## config.mk

```make
export PLATFORM = sky130hd
export DESIGN_NAME = load_store_unit
export DESIGN_NICKNAME = d
export VERILOG_FILES = /design/src/rtl/load_store_unit.sv
export SDC_FILE = /design/constraint.sdc
export NUM_CORES = 1
export LEC_CHECK = 0
export CAP_MARGIN = 30
export CORE_MARGIN = 2
export CORE_UTILIZATION = 41
export DETAILED_ROUTE_END_ITERATION = 16
export GPL_TIMING_DRIVEN = 0
export HOLD_SLACK_MARGIN = 0.08
export PLACE_DENSITY = 0.77
export SLEW_MARGIN = 30
export SYNTH_ARGS = -nofsm -noshare
export SYNTH_HDL_FRONTEND = slang
export SYNTH_SLANG_ARGS = --single-unit
```

## constraint.sdc

```tcl
create_clock -name clk -period 1.6 [get_ports clk]
set_input_delay 0.16 -clock clk [delete_from_list [all_inputs] [get_ports clk]]
set_output_delay 0.16 -clock clk [all_outputs]
set_load 0.01 [all_outputs]
```

## src/rtl/load_store_unit.sv

```systemverilog
// ---------------------------------------------------------------------------
// load_store_unit
//
// Converts RV32I loads (LB/LH/LW/LBU/LHU) and stores (SB/SH/SW) from the
// core's memory stage into whole-word accesses on a word-addressed data
// memory.
// - Loads: select the byte lane(s), then sign- or zero-extend the result.
// - Sub-word stores: read-modify-write, because the memory only takes full
//   words.
// - Misaligned accesses and unsupported funct3 codes end with an error and
//   never touch memory.
//
// Optional feature: define LSU_BOUNDS_CHECK_EN to also reject any access
// whose word address + 3 reaches MEM_BYTES.
//
// Parameters:
//   MEM_BYTES   data memory size in bytes (bounds check only)
//
// Ports:
//   clk         clock, rising edge
//   rst         synchronous active-high reset
//   cpu_req     request strobe, sampled only in IDLE
//   cpu_we      1 = store, 0 = load
//   cpu_funct3  RV32I size/sign code
//   cpu_addr    byte address
//   cpu_wdata   store data (low byte/half used for SB/SH)
//   cpu_rdata   extended load result, held until the next successful load
//   cpu_done    one-cycle completion pulse
//   cpu_err     error flag, valid with cpu_done
//   busy        high whenever the unit is not IDLE
//   mem_addr    word-aligned memory address
//   mem_wdata   word to write
//   mem_we      word write enable
//   mem_rdata   combinational read data for mem_addr
// ---------------------------------------------------------------------------
module load_store_unit #(
    parameter int MEM_BYTES = 256
) (
    input  logic        clk,
    input  logic        rst,
    input  logic        cpu_req,
    input  logic        cpu_we,
    input  logic [2:0]  cpu_funct3,
    input  logic [31:0] cpu_addr,
    input  logic [31:0] cpu_wdata,
    output logic [31:0] cpu_rdata,
    output logic        cpu_done,
    output logic        cpu_err,
    output logic        busy,
    output logic [31:0] mem_addr,
    output logic [31:0] mem_wdata,
    output logic        mem_we,
    input  logic [31:0] mem_rdata
);

    typedef enum logic [2:0] {
        S_IDLE,
        S_LOAD,
        S_RMW_READ,
        S_WRITE,
        S_DONE
    } state_t;

    state_t      state_reg, state_next;

    logic [2:0]  funct3_reg;
    logic [31:0] addr_reg;
    // Only the low half of the store data is needed after acceptance:
    // a SW loads the merge register directly in IDLE.
    logic [15:0] wdata_reg;
    logic [31:0] merge_reg;
    logic        err_reg;
    logic [31:0] rdata_reg;

    // ------------------------------------------------------------------
    // Legality of the incoming request
    // ------------------------------------------------------------------
    logic legal_code;
    logic misaligned;
    logic out_of_range;
    logic illegal;

    always_comb begin
        legal_code = 1'b0;
        if (cpu_we) begin
            legal_code = (cpu_funct3 == 3'b000) || (cpu_funct3 == 3'b001) ||
                         (cpu_funct3 == 3'b010);
        end else begin
            legal_code = (cpu_funct3 == 3'b000) || (cpu_funct3 == 3'b001) ||
                         (cpu_funct3 == 3'b010) || (cpu_funct3 == 3'b100) ||
                         (cpu_funct3 == 3'b101);
        end
    end

    // funct3[1:0] encodes the size for every legal code, so it is enough to
    // test alignment here; illegal codes are rejected anyway.
    assign misaligned = ((cpu_funct3[1:0] == 2'b01) && cpu_addr[0]) ||
                        ((cpu_funct3[1:0] == 2'b10) && (cpu_addr[1:0] != 2'b00));

`ifdef LSU_BOUNDS_CHECK_EN
    // 33-bit sum so that addresses near 2^32 cannot wrap past the check.
    assign out_of_range = ({1'b0, cpu_addr[31:2], 2'b00} + 33'd3) >= 33'(MEM_BYTES);
`else
    assign out_of_range = 1'b0;
`endif

    assign illegal = !legal_code || misaligned || out_of_range;

    // ------------------------------------------------------------------
    // Load extraction and store merge
    // ------------------------------------------------------------------
    logic [7:0]  rd_lane [4];
    logic [31:0] merged_word;
    logic [7:0]  ld_byte;
    logic [15:0] ld_half;
    logic [31:0] ld_ext;

    genvar gi;
    generate
        for (gi = 0; gi < 4; gi++) begin : g_lane
            localparam logic [1:0] LANE = 2'(gi);
            logic lane_hit;

            assign rd_lane[gi] = mem_rdata[8*gi +: 8];

            // SH replaces the half picked by addr[1]; SB replaces one byte.
            assign lane_hit = funct3_reg[0] ? (addr_reg[1] == LANE[1])
                                            : (addr_reg[1:0] == LANE);

            assign merged_word[8*gi +: 8] =
                !lane_hit     ? rd_lane[gi] :
                funct3_reg[0] ? wdata_reg[8*(gi%2) +: 8] :
                                wdata_reg[7:0];
        end
    endgenerate

    assign ld_byte = rd_lane[addr_reg[1:0]];
    assign ld_half = addr_reg[1] ? mem_rdata[31:16] : mem_rdata[15:0];

    // funct3[2] set means unsigned (LBU/LHU).
    always_comb begin
        ld_ext = mem_rdata;
        case (funct3_reg[1:0])
            2'b00:   ld_ext = {{24{ld_byte[7] & ~funct3_reg[2]}}, ld_byte};
            2'b01:   ld_ext = {{16{ld_half[15] & ~funct3_reg[2]}}, ld_half};
            default: ld_ext = mem_rdata;
        endcase
    end

    // ------------------------------------------------------------------
    // FSM
    // ------------------------------------------------------------------
    always_ff @(posedge clk) begin
        if (rst) begin
            state_reg <= S_IDLE;
        end else begin
            state_reg <= state_next;
        end
    end

    always_comb begin
        state_next = state_reg;
        case (state_reg)
            S_IDLE: begin
                if (cpu_req) begin
                    if (illegal) begin
                        state_next = S_DONE;
                    end else if (!cpu_we) begin
                        state_next = S_LOAD;
                    end else if (cpu_funct3[1:0] == 2'b10) begin
                        state_next = S_WRITE;
                    end else begin
                        state_next = S_RMW_READ;
                    end
                end
            end
            S_LOAD:     state_next = S_DONE;
            S_RMW_READ: state_next = S_WRITE;
            S_WRITE:    state_next = S_DONE;
            S_DONE:     state_next = S_IDLE;
            default:    state_next = S_IDLE;
        endcase
    end

    // ------------------------------------------------------------------
    // Datapath registers
    // ------------------------------------------------------------------
    always_ff @(posedge clk) begin
        if (rst) begin
            funct3_reg <= 3'b000;
            addr_reg   <= 32'h0;
            wdata_reg  <= 16'h0;
            merge_reg  <= 32'h0;
            err_reg    <= 1'b0;
            rdata_reg  <= 32'h0;
        end else begin
            case (state_reg)
                S_IDLE: begin
                    if (cpu_req) begin
                        funct3_reg <= cpu_funct3;
                        addr_reg   <= cpu_addr;
                        wdata_reg  <= cpu_wdata[15:0];
                        err_reg    <= illegal;
                        if (!illegal && cpu_we && (cpu_funct3[1:0] == 2'b10)) begin
                            merge_reg <= cpu_wdata;
                        end
                    end
                end
                S_LOAD:     rdata_reg <= ld_ext;
                S_RMW_READ: merge_reg <= merged_word;
                default: ;
            endcase
        end
    end

    // ------------------------------------------------------------------
    // Outputs
    // ------------------------------------------------------------------
    // mem_addr follows the latched address, which only changes when a
    // request is accepted, so it naturally holds its value in IDLE.
    assign mem_addr  = {addr_reg[31:2], 2'b00};
    assign mem_wdata = merge_reg;
    // Gating with rst drops the write in the very cycle reset arrives.
    assign mem_we    = (state_reg == S_WRITE) && !rst;
    assign cpu_done  = (state_reg == S_DONE);
    assign cpu_err   = (state_reg == S_DONE) && err_reg;
    assign busy      = (state_reg != S_IDLE);
    assign cpu_rdata = rdata_reg;

endmodule

```

* After elaboration in Yosys (flattened, before gate mapping)
Cells that the tools add are included.
** Storage, ports and cells
- Register bits after elaboration :: 119
- Bits of input ports :: 103
- Output and inout bits :: 100
- Word-level logic and storage cells :: 77
** Operators by class
- Magnitude comparators :: 1
- Eq/ne operators :: 16
- Muxes and demuxes :: 23
- Bitwise operators :: 5
- Reduce and logical (&&, ||, !) cells :: 25
** Operators with widths (count)
- $pmux W32 S2 :: 2
- $mux W32 :: 2
- $mux W8 :: 7
- $bmux W8 S2 :: 1
- $mux W16 :: 1
- $eq A3 B2 Y1 const B :: 3
- $eq A3 B3 Y1 const B :: 3
- $pmux W3 S3 :: 1
- $eq A2 B1 Y1 const B :: 3
- $eq A2 B2 Y1 const B :: 3
- $eq A3 B1 Y1 const B :: 2
- $logic_and A1 B1 Y1 :: 6
- $logic_not A3 Y1 :: 2
- $logic_or A1 B1 Y1 :: 6
- $mux W1 :: 6
- $mux W3 :: 2
- $logic_not A2 Y1 :: 2
- $ne A2 B2 Y1 const B :: 2
- $reduce_bool A2 Y1 :: 2
- $ge A3 B3 Y1 const B :: 1
- $logic_not A1 Y1 :: 3
- $not A2 Y3 :: 1
- $reduce_and A3 Y1 :: 1
- $reduce_bool A3 Y1 :: 1
- 5 further kinds :: 7

* Depth between registers and ports, before layout
- Word-level depth :: 14
- Gate-level depth with buffers :: 7

* Worst setup path before layout
Ideal clock, no wire load.
- Path kind :: register to register
- From :: register state_reg[2]
- To :: register merge_reg[10], in the netlist mem_wdata[10]
- Data arrival time :: 1.487 ns
- Data required time :: 1.478 ns
- Setup slack :: -0.008 ns
- Cell stages (with the launch flop) :: 7
- Buffers on the path :: 2
- Cells stage by stage :: dfxtp_1 > buf_6 > nor4b_4 > and4_4 > nor2_4 > buf_6 > a221o_1
** On the way
- Cells in the longest elaborated chain, start to end :: 3
** RTL lines
- from (decl) :: line 64 : state_t state_reg, state_next;
- from (signal assigned) :: line 157 : state_reg <= state_next;
- $eq A3 B2 Y1 / $logic_not A3 Y1 (equally long branches) :: line 197 : case (state_reg)
- $reduce_bool A2 Y1 (no source line) / $ne A2 B2 Y1 (equally long branches)
- $reduce_and A3 Y1 (no source line)
- to (signal assigned) :: line 205 : merge_reg <= cpu_wdata;
- to (signal assigned) :: line 210 : S_RMW_READ: merge_reg <= merged_word;
- to (decl) :: line 71 : logic [31:0] merge_reg;
Several ways; a longest one is shown, not always the timed one.
A chain may end at the register's enable or synchronous reset.

* Worst setup path after layout
- From :: register state_reg[0]
- To :: output port cpu_err
** On the way
- Cells in the longest elaborated chain, start to end :: 2
** RTL lines
- $eq A3 B3 Y1 :: line 226 : assign cpu_err = (state_reg == S_DONE) && err_reg;
- $logic_and A1 B1 Y1 :: line 226
- to (decl) :: line 48 : output logic cpu_err,
Every way passes these cells.

==> metrics <==
status=complete, but fails checks; failing checks=negative setup slack; dpl hpwl=about 15 mm; CP bufs+invs=2; Worst-Skew Late Latency=between 0.4 and 0.5 ns; number of synthesized flops with an enable pin=0; final critical-path share of the clock period=102.0%; family with the most delay on the worst path=flip-flops; Initial Util=a little over two fifths; Global Route Usage Sum=roughly a quarter; number of global-route vias before repair=a little under 6000; Overflow after GRT=0; Setup CP Type=reg2out; final hold vios=0; CP Capture Type=output port; Post-Route WL=20.42 mm; most common cell after layout, fill and taps aside=clkdlybuf4s50_1; Critical Path, Cell by Cell=buf_6 -> nor3b_2 -> and2_1 -> clkdlybuf4s15_2; largest net degree at the start of global routing=17; post-synthesis register bit count=approximately 120; pwr dens=952.6 nW/um2; Clk pin slew, worst setup/hold paths=around 0.05 ns; Max clock buf depth=2; antenna-violating nets left=0; worst rel slew slack=a little under half; max frequency=a little over 0.6 GHz; Slew Viols, Final=0; CTS tree=built; final worst slack=-0.03251 ns; Remaining DRCs=0; layout overhead on the synthesized area=58.72%; synth unique cells=between 50 and 60; Worst Skew=approximately 0.0041 ns; VDD IR max=~0.6 mV; routability cong.=between 0.9 and 1; 1st-iter DRT viols=448; Worst EP required=about 1.4 ns; clock sink total=119; Hold Slack=roughly 0.17 ns; die width=123.5 um; initial antenna violation count=0; nets=1067; RSZ-0062 raised after global routing=yes; layout cell share with drive strength beyond 1=approximately a fifth; first-pass GRT wire length=just over 30 mm; switch share=approximately 26%; clock buffer count from CTS=17; Mean Syn Cell Area=slightly above 8 um2; slowest stage delay, CP=0.37 ns; Tmin final=approximately 1.6 ns; min-delay worst type=in2reg; Die Ht=123.5 um; predominant post-synthesis flop cell=dfxtp_1; core area=roughly 14000 um2; die area=15250 um2; Setup violations, final=13; CP arrival=1.47 ns; Leakage=between 3 and 4 nW; CP startpoint kind=flip-flop; Cells after Synth=just over 700; average wire per standard cell=17.66 um; worst-margin pin slew=roughly 0.8 ns; switching power=roughly 0.0023 W; detailed-router iteration count before antenna repair=6; max cap viols=0; Ys Warns=0; clock root buffer=clkbuf_16; H-tree levels=4; combinational power share=a little under a fifth; register area share after synthesis=approximately two fifths; Clock Power Share=between 40% and 50%; part of the power in registers=~37%; Pint=~0.0066 W; n_diodes=0; mapped cell area=between 5000 and 6000 um2; num ports=a little over 200; Max stage delay cell, worst path=dfxtp_4; Async SR Flop Fraction=0%; DR vias=6295; Std-Cell Rows=43; Vias/cell=5.446; most frequent cells in the layout=193 x clkdlybuf4s50_1, 141 x nand2_1, 114 x dfxtp_1; top fanout value on the critical path=5; PortBufs=200; setup TNS=-0.1471 ns
==> worst paths after layout <==
kind                                     end  slack (ns)                 startpoint  cells past startpoint
setup / recovery                     cpu_err       -0.03  state_reg[0]$_SDFFE_PP0P_                      4
setup reg to reg  mem_wdata[31]$_SDFFE_PP0P_       -0.03  state_reg[0]$_SDFFE_PP0P_                      7
hold / removal    funct3_reg[0]$_SDFFE_PP0P_        0.17              cpu_funct3[0]                      3
hold reg to reg    addr_reg[16]$_SDFFE_PP0P_        0.45  addr_reg[16]$_SDFFE_PP0P_                      2
==> stage by stage <==
step	cell area [um2]	instances	utilization, %	total power [W]	setup slack [ns]
floorplan	5859	719	-	0.004063	0.01222
global placement	8087	1099	58.03	0.004797	-0.8005
detailed placement	8087	1099	58.03	0.004813	-0.7933
CTS	9057	1146	65.00	0.008821	-0.1065
global route	9294	1156	66.70	0.009184	-0.1009
finish	9294	1156	66.70	0.008854	-0.03251
==> Yosys cell counts, types with 4 or more instances <==
library cell	instances	area (um2)
clkbuf_1	32	120.1
nor3_1	25	125.1
o22ai_1	15	93.84
nand3_1	14	70.07
nor2_1	63	236.5
a221o_1	15	150.1
buf_2	17	85.08
a211oi_1	40	300.3
o41ai_2	14	227.7
a21oi_1	77	385.4
a31o_2	6	52.55
inv_1	4	15.01
o21ai_0	9	45.04
nand2_1	143	536.8
a21boi_0	9	67.56
nor2b_1	10	62.56
nand3b_1	20	150.1
a2bb2oi_1	7	61.31
buf_4	35	262.8
dfxtp_1	119	2382
==> worst register-to-register path, cell delays in order (launching register included) <==
cell     delay (ns)
dfxtp_4        0.37
buf_6          0.12
nor3b_4        0.19
buf_6          0.15
or2_4          0.16
nor2_4         0.07
buf_6          0.13
a221o_1        0.33
==> power groups by stage <==
stage / sequential, W / clock [W] / combinational (W)
after global placement: 0.00328 / 0 / 0.00152
after floorplan: 0.00329 / 0 / 0.000777
final: 0.00324 / 0.00393 / 0.00168
after global routing: 0.00326 / 0.00413 / 0.00180
after CTS: 0.00323 / 0.00398 / 0.00161
after detailed placement: 0.00329 / 0 / 0.00153
==> kinds of logic (layout without fill, tap and decap cells) <==
kind of cell           count (synthesis)  count (layout)  share of synthesized area [%]
AO/OA/AOI/OAI                        209             209                          26.28
buffers and inverters                 95             352                          9.081
flip-flops                           119             119                          40.68
multiplexers                           3               3                         0.9401
other                                  1               2                        0.06404
AND/OR/NAND/NOR                      291             291                          22.95
==> area by class of cell <==
class | instances | area [um2]
tap | 180 | 225.2
fill | 1148 | 4641
multi-input combinational | 505 | 3141
clock inverter | 8 | 120.1
clock buffer | 23 | 488.0
sequential | 119 | 2394
inverter | 5 | 20.02
buffer | 86 | 618.1
timing repair buffer | 230 | 2288
==> routing by layer <==
layer  GRT usage [%]  wire (um)  vias to the layer above
met2           43.72       9761                      305
met3           7.841       1845                       37
met5               0          0                        -
met4           8.807        431                        0
li1                -          -                     3016
met1           32.12       8378                     2937
==> timing repair <==
action	4_1_cts	5_1_grt
pin swaps	33	4
hold buffers	0	0
gates resized for setup	84	72
setup buffers	14	11
endpoints found under the setup margin	118	105
cloned	4	1
No activity file was read; power rests on OpenSTA's default activity.
